===== config.mk =====
export PLATFORM = sky130hd
export DESIGN_NAME = w_mem_hash_addr_gen_flat
export DESIGN_NICKNAME = d
export VERILOG_FILES = /design/src/rtl/w_mem_hash_addr_gen_if.sv /design/src/rtl/w_mem_hash_addr_gen.sv /design/src/flat_wrapper.sv
export SDC_FILE = /design/constraint.sdc
export NUM_CORES = 1
export LEC_CHECK = 0
export BUFFER_PORTS_ARGS = -buffer_cell sky130_fd_sc_hd__buf_2
export CAP_MARGIN = 20
export CELL_PAD_IN_SITES_DETAIL_PLACEMENT = 1
export CELL_PAD_IN_SITES_GLOBAL_PLACEMENT = 2
export CORE_ASPECT_RATIO = 0.6
export CORE_MARGIN = 1
export CORE_UTILIZATION = 30
export CTS_BUF_LIST = sky130_fd_sc_hd__clkbuf_4
export DETAILED_ROUTE_END_ITERATION = 8
export PLACE_DENSITY_LB_ADDON = 0.05
export SETUP_SLACK_MARGIN = 0.2
export SLEW_MARGIN = 20
export SYNTH_ARGS = -nofsm -noshare
export SYNTH_HDL_FRONTEND = slang
export SYNTH_SLANG_ARGS = --single-unit

===== constraint.sdc =====
create_clock -name clk -period 8.95 [get_ports clk]
set_input_delay 2.685 -clock clk [delete_from_list [all_inputs] [get_ports clk]]
set_output_delay 2.685 -clock clk [all_outputs]
set_load 0.02 [all_outputs]

===== src/rtl/w_mem_hash_addr_gen_if.sv =====
// Request/load handshake and weight-SRAM bus between the PE front end and the address generator.
// Stall, requests and loads flow into the generator; SRAM strobes and memory-stage data flow out.
interface w_mem_hash_addr_gen_if #(
  parameter int LAYER_W  = 2,
  parameter int IDX_W    = 16,
  parameter int ACT_NO_W = 6,
  parameter int DATA_W   = 16,
  parameter int WADDR_W  = 10
);
  logic                stall;
  logic                comp_en;
  logic [LAYER_W-1:0]  layer_idx;
  logic [IDX_W-1:0]    in_act_idx;
  logic [IDX_W-1:0]    out_act_idx;
  logic [ACT_NO_W-1:0] out_act_addr;
  logic [DATA_W-1:0]   in_act_value;
  logic                load_valid;
  logic [DATA_W-1:0]   load_data;
  logic                load_ready;
  logic                load_done;
  logic                comp_en_mem;
  logic [DATA_W-1:0]   in_act_value_mem;
  logic [ACT_NO_W-1:0] out_act_addr_mem;
  logic                w_mem_cen;
  logic                w_mem_wen;
  logic [WADDR_W-1:0]  w_mem_addr;
  logic [DATA_W-1:0]   w_mem_wdata;

  modport master (
    output stall, comp_en, layer_idx, in_act_idx, out_act_idx, out_act_addr, in_act_value,
           load_valid, load_data,
    input  load_ready, load_done, comp_en_mem, in_act_value_mem, out_act_addr_mem,
           w_mem_cen, w_mem_wen, w_mem_addr, w_mem_wdata
  );

  modport slave (
    input  stall, comp_en, layer_idx, in_act_idx, out_act_idx, out_act_addr, in_act_value,
           load_valid, load_data,
    output load_ready, load_done, comp_en_mem, in_act_value_mem, out_act_addr_mem,
           w_mem_cen, w_mem_wen, w_mem_addr, w_mem_wdata
  );
endinterface


===== src/rtl/w_mem_hash_addr_gen.sv =====
// Weight-SRAM address generator for one PE: hashed read addresses from a per-layer base/size
// table, auto-incrementing weight-load writes, and a 2-stage pipeline aligned with SRAM read data.
module w_mem_hash_addr_gen #(
  parameter int              NUM_LAYER = 4,
  parameter int              LAYER_W   = 2,
  parameter int              IDX_W     = 16,
  parameter int              ACT_NO_W  = 6,
  parameter int              DATA_W    = 16,
  parameter int              WADDR_W   = 10,
  parameter logic [15:0]     HASH_K1   = 16'h9E37,
  parameter logic [15:0]     HASH_K2   = 16'h7F4B,
  parameter logic [15:0]     HASH_K3   = 16'h0101
) (
  input  logic               clk,
  input  logic               rst,
  input  logic [5:0]         pe_idx,
  input  logic               cfg_we,
  input  logic [LAYER_W-1:0] cfg_layer,
  input  logic [WADDR_W-1:0] cfg_base,
  input  logic [3:0]         cfg_log2,
  w_mem_hash_addr_gen_if.slave bus
);

  logic [WADDR_W-1:0]  base_tbl [NUM_LAYER];
  logic [3:0]          log2_tbl [NUM_LAYER];
  logic [WADDR_W-1:0]  load_cnt;

  logic                s1_comp_en;
  logic [DATA_W-1:0]   s1_act_value;
  logic [ACT_NO_W-1:0] s1_act_addr;

  logic [WADDR_W-1:0]  hash;
  logic [WADDR_W-1:0]  size_mask;
  logic [WADDR_W-1:0]  layer_base;
  logic [WADDR_W-1:0]  read_addr;
  logic [WADDR_W-1:0]  write_addr;
  logic                load_acc;
  logic                cnt_wrap;
  logic [3:0]          cfg_log2_sat;

  // Only the low WADDR_W bits of each product survive the modulo, so multiply at that width.
  always_comb begin
    hash = WADDR_W'(bus.in_act_idx) * WADDR_W'(HASH_K1)
         + WADDR_W'(bus.out_act_idx) * WADDR_W'(HASH_K2)
         + WADDR_W'(pe_idx) * WADDR_W'(HASH_K3);
  end

  // log2 == WADDR_W shifts every bit out, giving a full-range mask.
  assign size_mask    = ~({WADDR_W{1'b1}} << log2_tbl[bus.layer_idx]);
  assign layer_base   = base_tbl[bus.layer_idx];
  assign read_addr    = layer_base + (hash & size_mask);
  assign write_addr   = layer_base + load_cnt;
  assign cnt_wrap     = (load_cnt == size_mask);
  assign load_acc     = bus.load_valid & ~bus.comp_en & ~bus.stall & ~rst;
  assign bus.load_ready = load_acc;
  assign cfg_log2_sat = (cfg_log2 > 4'(WADDR_W)) ? 4'(WADDR_W) : cfg_log2;

  always_ff @(posedge clk) begin
    if (rst) begin
      for (int i = 0; i < NUM_LAYER; i++) begin
        base_tbl[i] <= '0;
        log2_tbl[i] <= 4'(WADDR_W);
      end
    end else if (cfg_we) begin
      base_tbl[cfg_layer] <= cfg_base;
      log2_tbl[cfg_layer] <= cfg_log2_sat;
    end
  end

  always_ff @(posedge clk) begin
    if (rst) begin
      load_cnt             <= '0;
      bus.load_done        <= 1'b0;
      s1_comp_en           <= 1'b0;
      s1_act_value         <= '0;
      s1_act_addr          <= '0;
      bus.comp_en_mem      <= 1'b0;
      bus.in_act_value_mem <= '0;
      bus.out_act_addr_mem <= '0;
      bus.w_mem_cen        <= 1'b1;
      bus.w_mem_wen        <= 1'b1;
      bus.w_mem_addr       <= '0;
      bus.w_mem_wdata      <= '0;
    end else if (bus.stall) begin
      // Pipeline freezes; only the SRAM strobes are released so nothing is re-accessed.
      bus.load_done <= 1'b0;
      bus.w_mem_cen <= 1'b1;
      bus.w_mem_wen <= 1'b1;
    end else begin
      bus.load_done        <= 1'b0;
      s1_comp_en           <= bus.comp_en;
      s1_act_value         <= bus.in_act_value;
      s1_act_addr          <= bus.out_act_addr;
      bus.comp_en_mem      <= s1_comp_en;
      bus.in_act_value_mem <= s1_act_value;
      bus.out_act_addr_mem <= s1_act_addr;
      if (bus.comp_en) begin
        bus.w_mem_cen  <= 1'b0;
        bus.w_mem_wen  <= 1'b1;
        bus.w_mem_addr <= read_addr;
      end else if (load_acc) begin
        bus.w_mem_cen   <= 1'b0;
        bus.w_mem_wen   <= 1'b0;
        bus.w_mem_addr  <= write_addr;
        bus.w_mem_wdata <= bus.load_data;
        load_cnt        <= cnt_wrap ? '0 : load_cnt + 1'b1;
        bus.load_done   <= cnt_wrap;
      end else begin
        bus.w_mem_cen <= 1'b1;
        bus.w_mem_wen <= 1'b1;
      end
    end
  end

endmodule


===== src/flat_wrapper.sv =====
// flat-port wrapper written by rule: the top's interface ports become plain ports
module w_mem_hash_addr_gen_flat 
#(
  parameter int              NUM_LAYER = 4,
  parameter int              LAYER_W   = 2,
  parameter int              IDX_W     = 16,
  parameter int              ACT_NO_W  = 6,
  parameter int              DATA_W    = 16,
  parameter int              WADDR_W   = 10,
  parameter logic [15:0]     HASH_K1   = 16'h9E37,
  parameter logic [15:0]     HASH_K2   = 16'h7F4B,
  parameter logic [15:0]     HASH_K3   = 16'h0101
)
  (clk, rst, pe_idx, cfg_we, cfg_layer, cfg_base, cfg_log2, bus_stall, bus_comp_en, bus_layer_idx, bus_in_act_idx, bus_out_act_idx, bus_out_act_addr, bus_in_act_value, bus_load_valid, bus_load_data, bus_load_ready, bus_load_done, bus_comp_en_mem, bus_in_act_value_mem, bus_out_act_addr_mem, bus_w_mem_cen, bus_w_mem_wen, bus_w_mem_addr, bus_w_mem_wdata);
  w_mem_hash_addr_gen_if #(.LAYER_W(LAYER_W), .IDX_W(IDX_W), .ACT_NO_W(ACT_NO_W), .DATA_W(DATA_W), .WADDR_W(WADDR_W)) bus_i ();
  input  logic clk;
  input  logic rst;
  input  logic [5:0] pe_idx;
  input  logic cfg_we;
  input  logic [LAYER_W-1:0] cfg_layer;
  input  logic [WADDR_W-1:0] cfg_base;
  input  logic [3:0] cfg_log2;
  input wire logic [$bits(bus_i.stall)-1:0] bus_stall;
  input wire logic [$bits(bus_i.comp_en)-1:0] bus_comp_en;
  input wire logic [$bits(bus_i.layer_idx)-1:0] bus_layer_idx;
  input wire logic [$bits(bus_i.in_act_idx)-1:0] bus_in_act_idx;
  input wire logic [$bits(bus_i.out_act_idx)-1:0] bus_out_act_idx;
  input wire logic [$bits(bus_i.out_act_addr)-1:0] bus_out_act_addr;
  input wire logic [$bits(bus_i.in_act_value)-1:0] bus_in_act_value;
  input wire logic [$bits(bus_i.load_valid)-1:0] bus_load_valid;
  input wire logic [$bits(bus_i.load_data)-1:0] bus_load_data;
  output wire logic [$bits(bus_i.load_ready)-1:0] bus_load_ready;
  output wire logic [$bits(bus_i.load_done)-1:0] bus_load_done;
  output wire logic [$bits(bus_i.comp_en_mem)-1:0] bus_comp_en_mem;
  output wire logic [$bits(bus_i.in_act_value_mem)-1:0] bus_in_act_value_mem;
  output wire logic [$bits(bus_i.out_act_addr_mem)-1:0] bus_out_act_addr_mem;
  output wire logic [$bits(bus_i.w_mem_cen)-1:0] bus_w_mem_cen;
  output wire logic [$bits(bus_i.w_mem_wen)-1:0] bus_w_mem_wen;
  output wire logic [$bits(bus_i.w_mem_addr)-1:0] bus_w_mem_addr;
  output wire logic [$bits(bus_i.w_mem_wdata)-1:0] bus_w_mem_wdata;
  assign bus_i.stall = bus_stall;
  assign bus_i.comp_en = bus_comp_en;
  assign bus_i.layer_idx = bus_layer_idx;
  assign bus_i.in_act_idx = bus_in_act_idx;
  assign bus_i.out_act_idx = bus_out_act_idx;
  assign bus_i.out_act_addr = bus_out_act_addr;
  assign bus_i.in_act_value = bus_in_act_value;
  assign bus_i.load_valid = bus_load_valid;
  assign bus_i.load_data = bus_load_data;
  assign bus_load_ready = bus_i.load_ready;
  assign bus_load_done = bus_i.load_done;
  assign bus_comp_en_mem = bus_i.comp_en_mem;
  assign bus_in_act_value_mem = bus_i.in_act_value_mem;
  assign bus_out_act_addr_mem = bus_i.out_act_addr_mem;
  assign bus_w_mem_cen = bus_i.w_mem_cen;
  assign bus_w_mem_wen = bus_i.w_mem_wen;
  assign bus_w_mem_addr = bus_i.w_mem_addr;
  assign bus_w_mem_wdata = bus_i.w_mem_wdata;
  w_mem_hash_addr_gen #(.NUM_LAYER(NUM_LAYER), .LAYER_W(LAYER_W), .IDX_W(IDX_W), .ACT_NO_W(ACT_NO_W), .DATA_W(DATA_W), .WADDR_W(WADDR_W), .HASH_K1(HASH_K1), .HASH_K2(HASH_K2), .HASH_K3(HASH_K3)) u_core (.clk(clk), .rst(rst), .pe_idx(pe_idx), .cfg_we(cfg_we), .cfg_layer(cfg_layer), .cfg_base(cfg_base), .cfg_log2(cfg_log2), .bus(bus_i));
endmodule

==> results of run 1 <==
[cells in the final DEF, fill, tap and decap left out, types with 9 or more instances in the layout]
master    netlist  routed
mux2i_1        46      46
nand3_1        11      11
buf_2           0     140
xnor2_1        38      38
ha_1           76      76
fa_1           37      37
dfxtp_1        85      85
nor2_1         72      72
mux4_2         14      14
o21ai_0        16      16
inv_1          85      85
nand2b_1        9       9
nand2_1        66      66
and2_1         42      42
clkbuf_4        0      20
edfxtp_1       56      56
a21oi_1        41      41
[metal layers]
metal	wire, µm	vias to the layer above	share of wire
li1	-	2928	-
met1	11700	2945	0.51
met2	10300	100	0.44
met3	1050	13	0.045
met4	142	0	0.0061
met5	0	-	0
[worst max-delay path, cell delays in order]
cell	delay, ps
buf_2	150
ha_1	330
ha_1	290
ha_1	280
inv_1	50
fa_1	480
inv_1	70
fa_1	470
inv_1	50
fa_1	530
inv_1	40
ha_1	280
ha_1	340
xnor2_1	150
nand2_1	70
o22ai_1	370
ha_1	360
a21oi_1	200
o211ai_1	140
a31o_2	250
a21oi_1	170
xnor2_1	200
nor3_1	100
nand3b_1	160
a21oi_1	160
[layout make-up]
class                           count  area [µm²]
Tap cell                          360         450
Inverter                           85         319
Timing Repair Buffer              143         723
Clock buffer                       20         150
Antenna cell                        1        2.50
Fill cell                        3032       17200
Multi-Input combinational cell    538        4550
Clock inverter                     12        96.3
Sequential cell                   141        3380
[power by group through the flow]
stage	logic (W)	registers [W]	clock network (W)
3_3_place_gp	0.00130	0.000743	0
5_1_grt	0.00148	0.000737	0.000421
6_report	0.00131	0.000731	0.000375
2_1_floorplan	0.000954	0.000767	0
4_1_cts	0.00134	0.000732	0.000393
3_5_place_dp	0.00133	0.000747	0
[worst max path at each step]
stage	cells after the start	startpoint	to
floorplan	22	bus_out_act_idx[6]	u_core.bus.w_mem_addr[9]
global placement	27	bus_out_act_idx[3]	u_core.bus.w_mem_addr[9]
detailed placement	23	bus_out_act_idx[6]	u_core.bus.w_mem_addr[9]
CTS	27	bus_out_act_idx[3]	u_core.bus.w_mem_addr[9]
global route	27	bus_out_act_idx[2]	u_core.bus.w_mem_addr[9]
finish	25	bus_out_act_idx[3]	u_core.bus.w_mem_addr[9]
[kinds of logic (layout without fill, tap and decap cells)]
logic type / count (synthesis) / in the layout / synth area share
AO/OA/AOI/OAI: 84 / 84 / 0.0604
XOR/XNOR: 47 / 47 / 0.0525
adder cells (fa/ha/maj): 113 / 113 / 0.202
buffers and inverters: 118 / 260 / 0.0539
flip-flops: 141 / 141 / 0.404
multiplexers: 60 / 60 / 0.0927
other: 0 / 1 / 0
AND/OR/NAND/NOR: 234 / 234 / 0.134
[stage by stage]
step                 util  total power (W)  hold WS (ps)
floorplan               -          0.00172           459
global placement    0.351          0.00204           439
detailed placement  0.351          0.00208           447
CTS                 0.360          0.00247           464
global route        0.360          0.00264           476
finish              0.360          0.00242           459
[registers in the layout (all words and copies together) (netlist names)]
name	cells
u_core.base_tbl	40
u_core.bus.w_mem_wdata	16
u_core.bus.out_act_addr_mem	6
u_core.s1_act_addr	6
u_core.bus.in_act_value_mem	16
u_core.log2_tbl	16
u_core.load_cnt	10
u_core.bus.w_mem_addr	10
u_core.bus.load_done	1
u_core.bus.w_mem_wen	1
u_core.bus.comp_en_mem	1
u_core.s1_comp_en	1
u_core.s1_act_value	16
u_core.bus.w_mem_cen	1
==> metrics.md, run 1 <==
| Metric | Value |
|---|---|
| Worst setup SP type | `input port` |
| Distinct cell type count after synthesis | `47` |
| Post-route minimum period | `7920 ps` |
| Final hold vios | `0` |
| Initial DRC count | `202` |
| Synth Area per Inst | `10.5 µm²` |
| Internal power | `0.00145 W` |
| Cells after DPL | `1267` |
| Clock slew at reported path FFs | `110 ps` |
| Dpl hpwl | `about 19 mm` |
| Number of enable flip-flop cells after synthesis | `56` |
| Vias | `about 6000` |
| Vias in the first global route | `6407` |
| Grt met3 use | `0.0389` |
| H-tree depth | `4` |
| Area delta synth->final | `15.6%` |
| CP Data Arrival Time | `8380 ps` |
| CTS Buf Count | `17` |
| R2R depth | `16` |
| Max-cap violations | `0` |
| First-pass iteration count of the detailed router | `5` |
| Switch Pwr | `0.000967 W` |
| Register bit count reported by yosys | `141` |
| Dpl cell area | `roughly 9400 µm²` |
| Worst hold start | `u_core.bus.w_mem_addr[3]` |
| WHS Path Cells | `2` |
| Slew HR | `0.267` |
| Worst Hold Class | `reg -> reg` |
| Maximum VDD drop | `roughly 0.00014 V` |
| Most Used Layer, Global Route | `met2` |
| Clock latency at the later pin of the worst-skew pair | `560 ps` |
| # DRC | `0` |
| Synthesized instance count | `797` |
| End of the worst hold path | `u_core.bus.w_mem_addr[3]` |
| Ys async rst share | `0` |
| Dominant register cell in the synthesized netlist | `dfxtp_1` |
| CP endpoint kind | `register` |
| Largest net degree at the start of global routing | `67` |
| Ranking of synthesized cells by area | `dfxtp_1, edfxtp_1, ha_1, fa_1, mux2i_1` |
| Worst setup margin | `1030 ps` |
| Die X | `218 µm` |
| Worst R2R End | `u_core.bus.w_mem_addr[8]` |
| Critical R2R Launch | `u_core.log2_tbl[3][3]` |
| Commonest cells in the netlist | `dfxtp_1, inv_1, ha_1` |
| Setup Total Neg Slack | `0 ps` |
| Biggest area consumer among synthesized cells | `dfxtp_1` |
| RSZ-0062 raised after global routing | `false` |
| Sequential share of the synthesized area | `0.404` |
| Ys Warns | `0` |
| Final ANT Viol Nets | `0` |
| Status | `finished clean` |
| Core footprint | `approximately 27000 µm²` |
| Postcts setup bufs | `0` |
| Required time worst endpoint | `between 9000 and 10000 ps` |
| DP Worst Slack | `448 ps` |
| Routed wire length | `roughly 23 mm` |
| Vias per std cell | `4.60` |
| I/O Pins | `approximately 150` |
| Die area | `28600 µm²` |
| Nets@finish | `approximately 1100` |
| CTS tree | `built` |
| Post_cts resized | `0` |
| Worst-path fanout max | `4` |
| Synthesized area | `8360 µm²` |
| Congestion Overflow GR | `0` |
| Gp weighted congestion | `0.805` |
| CTS Sinks | `141` |
| Cell Pwr Density | `about 250 nW/µm²` |
| Switching Share | `0.400` |
| Root buffer cell | `clkbuf_4` |
| Gr usage total | `0.168` |
| WL per Instance | `17.8 µm` |
| Slew @ Worst Pin | `1100 ps` |
| Final non-filler cell area | `just under 10000 µm²` |
| Worst R2R Setup Slack | `4920 ps` |
| Floorplan row count | `46` |
| Synth top area share | `0.203` |
| Initial antenna violation count | `0` |
| Die extent in y | `131 µm` |
| Post-CTS Hold Fix Bufs | `0` |
| Syn Nets | `1010` |
| Crit path kind | `in -> reg` |
| Seq pwr share | `0.302` |
| Clock share of power | `0.155` |
| Met2 GRT Util | `0.262` |
| Met1 usage | `0.237` |
| First-pass GRT wire length | `approximately 36 mm` |
| Max-slew violations | `0` |
| Layout cell share with drive strength beyond 1 | `0.211` |
| Max Fclk | `0.126 GHz` |
| Tcrit/Tclk final | `0.885` |
| Clock Tree Buf Depth | `2` |
| Final Skew | `between 20 and 25 ps` |
| Combinational fraction of design power | `0.543` |
| Leak | `4.34 nW` |
| Final setup viols | `0` |
| Initial Utilization | `0.311` |
| Non-Filler Instances | `1300` |
| PortBufs | `140` |
Power figures use the tool's default switching activity.
==> run 2, diff against run 1 <==
--- a/config.mk
+++ b/config.mk
@@ -5,7 +5,7 @@
 export SDC_FILE = /design/constraint.sdc
 export NUM_CORES = 1
 export LEC_CHECK = 0
-export BUFFER_PORTS_ARGS = -buffer_cell sky130_fd_sc_hd__buf_2
+export BUFFER_PORTS_ARGS = -buffer_cell sky130_fd_sc_hd__clkbuf_2
 export CAP_MARGIN = 20
 export CELL_PAD_IN_SITES_DETAIL_PLACEMENT = 1
 export CELL_PAD_IN_SITES_GLOBAL_PLACEMENT = 2
==> constraint.sdc (replaced) <==
create_clock -name clk -period 8.95 [get_ports clk]
set_input_delay 2.685 -clock clk [delete_from_list [all_inputs] [get_ports clk]]
set_output_delay 2.685 -clock clk [all_outputs]
set_load 0.01 [all_outputs]
==> metrics.md, run 2 (synthesis gave the netlist of run 1 again) <==
| Metric | Value |
|---|---|
| Clock slew at reported path FFs | `110 ps (about the same)` |
| Postcts setup bufs | `0 (unchanged)` |
| WL per Instance | `17.6 µm (-1.2%)` |
| Worst Hold Class | `reg -> reg` |
| Floorplan row count | `46 (unchanged)` |
| CTS Sinks | `141 (unchanged)` |
| Worst setup SP type | `input port` |
| Core footprint | `26900 µm² (unchanged)` |
| R2R depth | `16 (unchanged)` |
| Max Fclk | `0.127 GHz (+0.93%)` |
| Area delta synth->final | `17.0%` |
| Required time worst endpoint | `9430 ps (about the same)` |
| H-tree depth | `4 (unchanged)` |
| Most frequent cells in the layout | `clkbuf_2, inv_1, dfxtp_1` |
| Gp weighted congestion | `0.805 (about the same)` |
| Tcrit/Tclk final | `0.876 (-0.00811)` |
| # fillers | `3021 (-0.36%)` |
| Most frequent CP cell | `ha_1` |
| Maximum VDD drop | `0.000159 V (+12%)` |
| Dpl cell area | `9430 µm² (about the same)` |
| Initial antenna violation count | `0 (unchanged)` |
| Die X | `218 µm (unchanged)` |
| CP Data Arrival Time | `8330 ps (-50 ps)` |
| CTS Buf Count | `17 (unchanged)` |
| CTS tree | `built` |
| End of the worst hold path | `u_core.bus.w_mem_addr[9]` |
| Die area | `28600 µm² (unchanged)` |
| Final setup viols | `0 (unchanged)` |
| Leak | `4.38 nW (+0.93%)` |
| Antenna diodes | `0 (-1)` |
| Worst setup margin | `1110 ps (+72.6 ps)` |
| Routed wire length | `22.9 mm (-1.2%)` |
| Initial DRC count | `189 (-6.4%)` |
| Final hold vios | `0 (unchanged)` |
| RSZ-0062 raised after global routing | `false` |
| Vias per std cell | `4.59 (-0.23%)` |
| Post_cts resized | `0 (unchanged)` |
| First-pass iteration count of the detailed router | `4 (-1)` |
| Worst R2R Setup Slack | `4810 ps (-110 ps)` |
| Slowest CP cell | `fa_1` |
| Initial Utilization | `0.311 (unchanged)` |
| Cell Pwr Density | `256 nW/µm² (+2.4%)` |
| I/O Pins | `153 (unchanged)` |
| # DRC | `0 (unchanged)` |
| Max-cap violations | `0 (unchanged)` |
| Die extent in y | `131 µm (unchanged)` |
| Vias | `5972 (-0.23%)` |
| Max FFs per register | `40 (unchanged)` |
| Clock latency at the later pin of the worst-skew pair | `570 ps (about the same)` |
| Dpl hpwl | `18.3 mm (-0.99%)` |
| Vias in the first global route | `6457 (+0.78%)` |
| Slew HR | `0.294 (+0.0273)` |
| Worst-path fanout max | `4 (unchanged)` |
| Nets@finish | `1140 (+0.088%)` |
| Largest net degree at the start of global routing | `67 (unchanged)` |
| First-pass GRT wire length | `36.2 mm (about the same)` |
| CP endpoint kind | `register` |
| Max-slew violations | `0 (unchanged)` |
| Critical R2R Launch | `u_core.log2_tbl[3][2]` |
| Post-route minimum period | `7840 ps (-72.6 ps)` |
| Slew @ Worst Pin | `1050 ps (-40.7 ps)` |
| Crit path kind | `in -> reg` |
| Layout cell share with drive strength beyond 1 | `0.216 (+0.00509)` |
| Post-CTS Hold Fix Bufs | `0 (unchanged)` |
| Tot Pwr | `0.00251 W (+3.6%)` |
| WHS Path Cells | `2 (unchanged)` |
| Layout Utilization | `0.364 (+0.00419)` |
| Congestion Overflow GR | `0 (unchanged)` |
| Status | `finished clean` |
| CP max stage delay | `530 ps (about the same)` |
| Gr usage total | `0.168 (about the same)` |
| Worst R2R End | `u_core.bus.w_mem_addr[8]` |
| Final Skew | `27.7 ps (+3.03 ps)` |
| Final ANT Viol Nets | `0 (unchanged)` |
| Clock Tree Buf Depth | `2 (unchanged)` |
| Biggest register | `u_core.base_tbl` |
| Final non-filler cell area | `9780 µm² (+1.2%)` |
| Setup Total Neg Slack | `0 ps (unchanged)` |
| Worst hold start | `u_core.bus.w_mem_addr[9]` |
| PortBufs | `140 (unchanged)` |
| Root buffer cell | `clkbuf_4` |
| DP Worst Slack | `496 ps (+48.4 ps)` |
| Leading cell type in the layout, fill and taps excluded | `clkbuf_2` |
[run 2: cell count changes in the layout (fill, tap and decap cells not counted), sizes merged]
cell | previous run | this run
buf | 143 | 4
inv | 86 | 88
bufinv | 1 | 5
clkbuf | 20 | 159
clkinvlp | 2 | 1
diode | 1 | 0
clkinv | 8 | 4
[run 2: layout make-up]
| cell class | instances | area (µm²) | share of cell area |
|---|---|---|---|
| Multi-Input combinational cell | 538 | 4550 | 0.465 |
| Tap cell | 360 | 450 | 0.0460 |
| Inverter | 85 | 319 | 0.0326 |
| Sequential cell | 141 | 3380 | 0.346 |
| Clock buffer | 19 | 143 | 0.0146 |
| Timing Repair Buffer | 144 | 731 | 0.0747 |
| Clock inverter | 13 | 211 | 0.0216 |
[run 2: metal layers]
metal	track usage	wire, µm
met1	0.242	12000
met2	0.257	10200
met3	0.0373	571
met4	0.0309	128
met5	0	0
[run 2: worst max path at each step]
stage	slack (ps)	to	startpoint
6_report	1110	u_core.bus.w_mem_addr[9]	bus_out_act_idx[3]
2_1_floorplan	1180	u_core.bus.w_mem_addr[9]	bus_out_act_idx[6]
5_1_grt	730	u_core.bus.w_mem_addr[9]	bus_out_act_idx[3]
3_3_place_gp	530	u_core.bus.w_mem_addr[9]	bus_out_act_idx[3]
4_1_cts	1140	u_core.bus.w_mem_addr[9]	bus_out_act_idx[3]
3_5_place_dp	500	u_core.bus.w_mem_addr[9]	bus_out_act_idx[3]
[run 2: stage by stage]
step,instances,hold slack (ps)
4_1_cts,1300,472
3_5_place_dp,1268,455
2_1_floorplan,797,459
5_1_grt,1300,488
6_report,1300,465
3_3_place_gp,1268,441
[run 2: critical path: cells and delay by family]
kind                       cells  cell delay, ps
xor gates and xnor gates       2             340
and+or+nand+nor                4             430
buffers and inverters          5             340
adders and majority gates      9            3350
AOI/OAI and AO/OA              6            1180
[run 2: power by group]
group | switching, W | leakage (nW) | internal (W)
clock | 0.000244 | 0.188 | 0.000258
combinational | 0.000680 | 2.95 | 0.000592
sequential | 0.0000186 | 1.24 | 0.000713
